$ cat src/rtl/mips_pkg.sv
// Shared constants and types for the MIPS core pipeline registers.
// Latency: n/a (declarations only).
// Backpressure: n/a.
package mips_pkg;

  localparam logic [4:0]  EXC_NONE   = 5'd0;
  localparam logic [4:0]  EXC_ADEL   = 5'd4;
  localparam logic [31:0] NOP_INSTR  = 32'h0000_0000;
  localparam logic [31:0] HANDLER_PC_DEFAULT = 32'h0000_4180;
  localparam logic [31:0] RESET_PC_DEFAULT   = 32'h0000_3000;

  typedef enum logic {
    RUN       = 1'b0,
    ERET_WAIT = 1'b1
  } fd_state_t;

endpackage

$ cat src/rtl/fd_perf_cnt.sv
// Stall and bubble event counters for the F->D register; wrap at 2^32.
// Latency: count visible one cycle after the event edge.
// Backpressure: none; counts every qualified edge.
module fd_perf_cnt (
  input  logic        clk,
  input  logic        reset,
  input  logic        stall_evt,
  input  logic        bubble_evt,
  output logic [31:0] stall_cnt,
  output logic [31:0] bubble_cnt
);

  // Free-running event counters, cleared by the core reset.
  always_ff @(posedge clk or negedge reset) begin
    if (!reset) begin
      stall_cnt  <= 32'd0;
      bubble_cnt <= 32'd0;
    end else begin
      if (stall_evt)  stall_cnt  <= stall_cnt + 32'd1;
      if (bubble_evt) bubble_cnt <= bubble_cnt + 32'd1;
    end
  end

endmodule

$ cat src/rtl/fd_pipe_reg.sv
// F->D pipeline register: stall/flush/exception squash, delay-slot and ERET tracking.
// Latency: one cycle F->D, outputs come straight from flops.
// Backpressure: EN=0 holds everything; ExcReq and flush override a stall.
// Optional FD_PERF_CNT_EN adds stall_cnt/bubble_cnt outputs.
module fd_pipe_reg
  import mips_pkg::*;
#(
  parameter logic [31:0] HANDLER_PC = HANDLER_PC_DEFAULT,
  parameter logic [31:0] RESET_PC   = RESET_PC_DEFAULT
) (
  input  logic        clk,
  input  logic        reset,
  input  logic        EN,
  input  logic        flush,
  input  logic        ExcReq,
  input  logic [31:0] F_Instr,
  input  logic [31:0] F_PC,
  input  logic [4:0]  F_ExcCode,
  input  logic        F_isBranch,
  input  logic        F_isERET,
`ifdef FD_PERF_CNT_EN
  output logic [31:0] stall_cnt,
  output logic [31:0] bubble_cnt,
`endif
  output logic [31:0] D_Instr,
  output logic [31:0] D_PC,
  output logic [4:0]  D_ExcCode,
  output logic        D_BD,
  output logic        D_isERET,
  output logic        D_valid
);

  fd_state_t   state, state_nxt;
  logic        prev_branch, prev_branch_nxt;
  logic [31:0] instr_nxt, pc_nxt;
  logic [4:0]  exc_nxt;
  logic        bd_nxt, eret_nxt, valid_nxt;
  logic        stall_evt, bubble_evt;

  // Next-state selection in priority order: exception > flush > hold > load.
  // The load after an ERET is the wrong-path fetch and becomes a bubble; prev_branch
  // is left alone on bubbles so the delay slot is not consumed.
  always_comb begin
    state_nxt       = state;
    prev_branch_nxt = prev_branch;
    instr_nxt       = D_Instr;
    pc_nxt          = D_PC;
    exc_nxt         = D_ExcCode;
    bd_nxt          = D_BD;
    eret_nxt        = D_isERET;
    valid_nxt       = D_valid;
    stall_evt       = 1'b0;
    bubble_evt      = 1'b0;
    if (ExcReq) begin
      instr_nxt = NOP_INSTR; exc_nxt = EXC_NONE; bd_nxt = 1'b0;
      eret_nxt  = 1'b0;      valid_nxt = 1'b0;   pc_nxt = HANDLER_PC;
      prev_branch_nxt = 1'b0;
      state_nxt       = RUN;
      bubble_evt      = 1'b1;
    end else if (flush) begin
      instr_nxt = NOP_INSTR; exc_nxt = EXC_NONE; bd_nxt = 1'b0;
      eret_nxt  = 1'b0;      valid_nxt = 1'b0;   pc_nxt = F_PC;
      prev_branch_nxt = 1'b0;
      bubble_evt      = 1'b1;
    end else if (!EN) begin
      stall_evt = 1'b1;
    end else if (state == ERET_WAIT) begin
      instr_nxt = NOP_INSTR; exc_nxt = EXC_NONE; bd_nxt = 1'b0;
      eret_nxt  = 1'b0;      valid_nxt = 1'b0;   pc_nxt = F_PC;
      state_nxt  = RUN;
      bubble_evt = 1'b1;
    end else begin
      instr_nxt = F_Instr;   exc_nxt = F_ExcCode; bd_nxt = prev_branch;
      eret_nxt  = F_isERET;  valid_nxt = 1'b1;    pc_nxt = F_PC;
      prev_branch_nxt = F_isBranch;
      state_nxt       = F_isERET ? ERET_WAIT : RUN;
    end
  end

  // Pipeline register and FSM state.
  always_ff @(posedge clk or negedge reset) begin
    if (!reset) begin
      state       <= RUN;
      prev_branch <= 1'b0;
      D_Instr     <= NOP_INSTR;
      D_PC        <= RESET_PC;
      D_ExcCode   <= EXC_NONE;
      D_BD        <= 1'b0;
      D_isERET    <= 1'b0;
      D_valid     <= 1'b0;
    end else begin
      state       <= state_nxt;
      prev_branch <= prev_branch_nxt;
      D_Instr     <= instr_nxt;
      D_PC        <= pc_nxt;
      D_ExcCode   <= exc_nxt;
      D_BD        <= bd_nxt;
      D_isERET    <= eret_nxt;
      D_valid     <= valid_nxt;
    end
  end

`ifdef FD_PERF_CNT_EN
  fd_perf_cnt u_perf (
    .clk        (clk),
    .reset      (reset),
    .stall_evt  (stall_evt),
    .bubble_evt (bubble_evt),
    .stall_cnt  (stall_cnt),
    .bubble_cnt (bubble_cnt)
  );
`else
  // Event strobes only feed the optional counters.
  logic unused_evt;
  assign unused_evt = stall_evt ^ bubble_evt;
`endif

endmodule

$ cat config.mk
export PLATFORM = sky130hd
export DESIGN_NAME = fd_pipe_reg
export DESIGN_NICKNAME = d
export VERILOG_FILES = /design/src/rtl/mips_pkg.sv /design/src/rtl/fd_perf_cnt.sv /design/src/rtl/fd_pipe_reg.sv
export SDC_FILE = /design/constraint.sdc
export NUM_CORES = 1
export LEC_CHECK = 0
export CAP_MARGIN = 5
export CORE_MARGIN = 4
export CORE_UTILIZATION = 54
export DETAILED_ROUTE_END_ITERATION = 10
export DONT_BUFFER_PORTS = 1
export MAX_ROUTING_LAYER = met4
export PLACE_DENSITY = 0.75
export SYNTH_ARGS = -nofsm -noshare
export SYNTH_HDL_FRONTEND = slang
export SYNTH_SLANG_ARGS = --single-unit
$ cat constraint.sdc
create_clock -name clk -period 1.8 [get_ports clk]
set_clock_uncertainty 0.05 [all_clocks]
set_input_delay 0.27 -clock clk [delete_from_list [all_inputs] [get_ports clk]]
set_output_delay 0.27 -clock clk [all_outputs]
set_load 0.005 [all_outputs]
==> After elaboration in Yosys (flattened, before gate mapping) <==
Index checks and enable logic that the tools add are counted.
{ "word_totals": {"ff_bits": 74, "inputBits": 76} }
{ "op_classes": {"reduce_logical": 4, "n_mux": 32, "n_eq_ne": 2} }
{ "ops": {"columns": ["cell", "count"], "rows": [
  ["$mux W32", 7],
  ["$mux W1", 21],
  ["$mux W5", 4],
  ["$reduce_and A2 Y1", 2],
  ["$ne A3 B3 Y1 const B", 1],
  ["$reduce_bool A3 Y1", 1],
  ["$ne A2 B1 Y1 const B", 1],
  ["$reduce_bool A2 Y1", 1]
]} }

==> Longest topological paths before layout <==
{ "logic_depth": {"word_depth": 5, "mapped_depth": 5, "mapped_depth_nobuf": 3} }

==> Worst setup path after synthesis <==
No wires, ideal clock.
{ "synth_path": {"path_type": "input port to flip-flop", "startpoint": "input port flush", "endpoint": "register D_PC[10]", "cell_stages": 5, "t_arrival_ns": 0.868, "slack_ns": 0.735, "n_path_buf": 2, "setup_time_ns": 0.147, "t_required_ns": 1.603, "path_cell_list": "or2_1 -> buf_6 -> buf_12 -> nand2_2 -> a21oi_2"} }
{ "synth_via": {"elab_chain_cells": 2, "elab_cells_between_ends": 3, "cone_classes": "mux (2); reduce/logical (1)"} }
{ "synth_lines": {"columns": ["item", "line_no", "source"], "rows": [
  ["from (decl)", "fd_pipe_reg.sv:14", "input logic flush,"],
  ["$mux W32", "fd_pipe_reg.sv:60", "end else if (flush) begin"],
  ["$mux W32", "fd_pipe_reg.sv:54", "if (ExcReq) begin"],
  ["to (signal assigned)", "fd_pipe_reg.sv:95", "D_PC <= pc_nxt;"],
  ["to (decl)", "fd_pipe_reg.sv:26", "output logic [31:0] D_PC,"]
]} }
Parallel ways exist; a longest one is shown, timed or not.
A chain may end at the register's enable or synchronous reset.

==> flow_summary.json <==
{
  "grtUsageTotal_pct": 21.2,
  "swShare_pct": 23.9,
  "ctsResizeCount": 0,
  "fin_crit_sh_pct": 78.0,
  "p_per_area_nw_per_um2": 871,
  "area_growth_pct": 11.9,
  "final_cell_area_sq_um": 3850,
  "synth_cells": 321,
  "avgViaCountPerCell": 5.68,
  "ioPinCount": 148,
  "drive_gt1_share_pct": 32.7,
  "hp-class": "input pin to async pin",
  "numCtsBuffers": 9,
  "worstSkewPairLatency_ps": 330,
  "synth_seq_cells": 74,
  "ys_warn_count": 0,
  "io_buffer_count": 0,
  "ys_seq_area_share_pct": 53.9,
  "status": "finished with violations",
  "timing.final.crit_period_ps": 1400,
  "dpl-instance-area_sq_um": 3410,
  "crit_arrival_ps": 1620,
  "drt_iter0_drc": 98,
  "grt_overflow": 0,
  "die_area_sq_um": 7720,
  "tns_ps": 0,
  "clkTransAtPathRegs_ps": 70,
  "power_leakage_uw": 0.00157,
  "p_seq_share_pct": 53.6,
  "highest_layer": "met4",
  "grt_pass1_wl_mm": 12.4,
  "cts_tree": "yes",
  "final_hold_viol_count": 74,
  "cts_buffer_depth": 2,
  "die_w_um": 87.8,
  "comb_power_share_pct": 9.8,
  "row_count": 28,
  "core_area_sq_um": 6060,
  "met2_length_mm": 3.78,
  "required_ps": 2020,
  "wire_per_inst_um": 19.0,
  "final_common_cell": "dfrtp_1",
  "gp_congestion": 0.733,
  "n_antenna_cell": 0,
  "dp_hpwl_mm": 5.00,
  "antenna_found_initial": 0,
  "ir_drop_mv": 0.533,
  "vias": 2352,
  "fmax_ghz": 0.712,
  "ys_types": 22,
  "chipHeight_um": 87.8,
  "tightest_slew_ps": 579,
  "end_kind": "register",
  "cp_max_fo": 2,
  "maxCapViolations": 0,
  "wl_met3_um": 715,
  "violations": "negative hold slack",
  "rsz0062_at_grt": "no",
  "relSlewSlack_pct": 61.3,
  "grt_pass1_vias": 2449,
  "path_class": "register to register",
  "syn_nets": 397,
  "worst_hold_slack_ps": -418,
  "clockRootBuffer": "clkbuf_8",
  "drt-total-wl_mm": 7.85,
  "start_util_pct": 56.8,
  "syn-cell-area_sq_um": 3440,
  "layout_common_cells": "72 x dfrtp_1, 71 x nand2_1, 60 x a21oi_2, 38 x nand3b_1, 27 x nand2_2",
  "p_sw_uw": 801,
  "drt-met1-wl_mm": 3.25,
  "htree_levels": 3,
  "clkPwrFrac_pct": 36.6,
  "setup_viol": 0,
  "synth_area_per_cell_sq_um": 10.7,
  "clock-sinks": 74,
  "report.final.slew_viol_count": 0,
  "final_nets": 411,
  "internal_power_uw": 2550,
  "cp-start-kind": "register",
  "route.antenna.remaining_nets": 0,
  "grt_max_degree": 75,
  "drc_errors": 0,
  "first_pass_iters": 4
}
-- worst max-delay path, cell delays in order, from the launching register on --
cell and delay (ps):
dfstp_2 550, nand2_1 70, a21oi_2 130, dlygate4sd3_1 550
-- per-layer routing --
metal / GRT usage, % / vias to the layer above
li1: - / 1088
met1: 27.1 / 1161
met2: 32.1 / 93
met3: 5.74 / 10
met4: 8.37 / 0
met5: - / -
-- sequential cells by signal (all words and copies together), names as in the netlist --
name / count
D_Instr: 32
D_valid: 1
D_ExcCode: 5
state: 1
D_BD: 1
D_isERET: 1
prev_branch: 1
D_PC: 32
-- worst paths after layout --
check / startpoint / to / slack, ps / cells after the start
setup / recovery: D_PC[13] / D_PC[13] / 400 / 3
hold / removal: reset / D_PC[25] / -420 / 0
setup reg to reg: D_PC[13] / D_PC[13] / 400 / 3
hold reg to reg: D_PC[12] / D_PC[12] / 450 / 2
max in group asynchronous: reset / D_PC[12] / 1900 / 0
min in group clk: F_PC[0] / D_PC[0] / 20 / 2
-- layout make-up --
| cell class | count | area, sq um |
|---|---|---|
| Clock inverter | 3 | 40.0 |
| Clock buffer | 12 | 145 |
| Fill cell | 487 | 2210 |
| Tap cell | 75 | 93.8 |
| Timing Repair Buffer | 30 | 335 |
| Sequential cell | 74 | 1850 |
| Inverter | 1 | 3.75 |
| Multi-Input combinational cell | 219 | 1380 |
-- logic make-up (layout without fill, tap and decap cells) --
| logic type | count (synthesis) | count (layout) | share of synthesized area, % |
|---|---|---|---|
| AO/OA/AOI/OAI | 71 | 71 | 17.2 |
| flip-flops | 74 | 74 | 53.9 |
| buffers and inverters | 28 | 46 | 6.03 |
| multiplexers | 1 | 1 | 0.291 |
| AND/OR/NAND/NOR | 147 | 147 | 22.6 |
-- power groups by stage --
| stage | Clock (uW) | Sequential [uW] | Combinational, uW |
|---|---|---|---|
| floorplan | 0 | 1810 | 268 |
| global placement | 0 | 1830 | 252 |
| detailed placement | 0 | 1830 | 260 |
| CTS | 1260 | 1800 | 325 |
| global route | 1320 | 1800 | 362 |
| finish | 1230 | 1800 | 329 |
-- cells in the mapped netlist --
library cell / instances / share of area (%)
or2_1: 2 / 0.36
dfstp_2: 2 / 1.5
buf_12: 2 / 1.2
clkbuf_1: 5 / 0.55
mux2i_1: 1 / 0.29
nor2_1: 7 / 0.76
dfrtp_1: 72 / 52
nand2_2: 27 / 4.9
nor2_4: 1 / 0.33
nand2_1: 71 / 7.7
buf_1: 1 / 0.11
inv_2: 1 / 0.11
o21ai_0: 1 / 0.15
buf_6: 5 / 1.6
a21oi_1: 5 / 0.73
nand3b_1: 38 / 8.3
a21oi_2: 60 / 15
a22oi_1: 5 / 1.1
buf_8: 1 / 0.44
buf_2: 11 / 1.6
nor2b_1: 1 / 0.18
buf_4: 2 / 0.44
-- through the flow --
stage                     std cells  setup WS (ps)  total power, uW  utilization (%)  hold slack [ps]
after detailed placement        374            510             2090             56.2            -73.6
after floorplan                 321            735             2080                -            -75.6
after global placement          374            532             2080             56.2            -73.6
after CTS                       413            390             3380             63.4             -440
after global routing            414            341             3490             63.6             -445
final                           414            396             3350             63.6             -418
-- what timing repair did --
item / CTS / global route
hold buffers: 24 / 1
endpoints found under the setup margin: 0 / 0
buffers inserted: 0 / 0
endpoints found under the hold margin: 107 / 75
(Power assumes the default switching activity.)
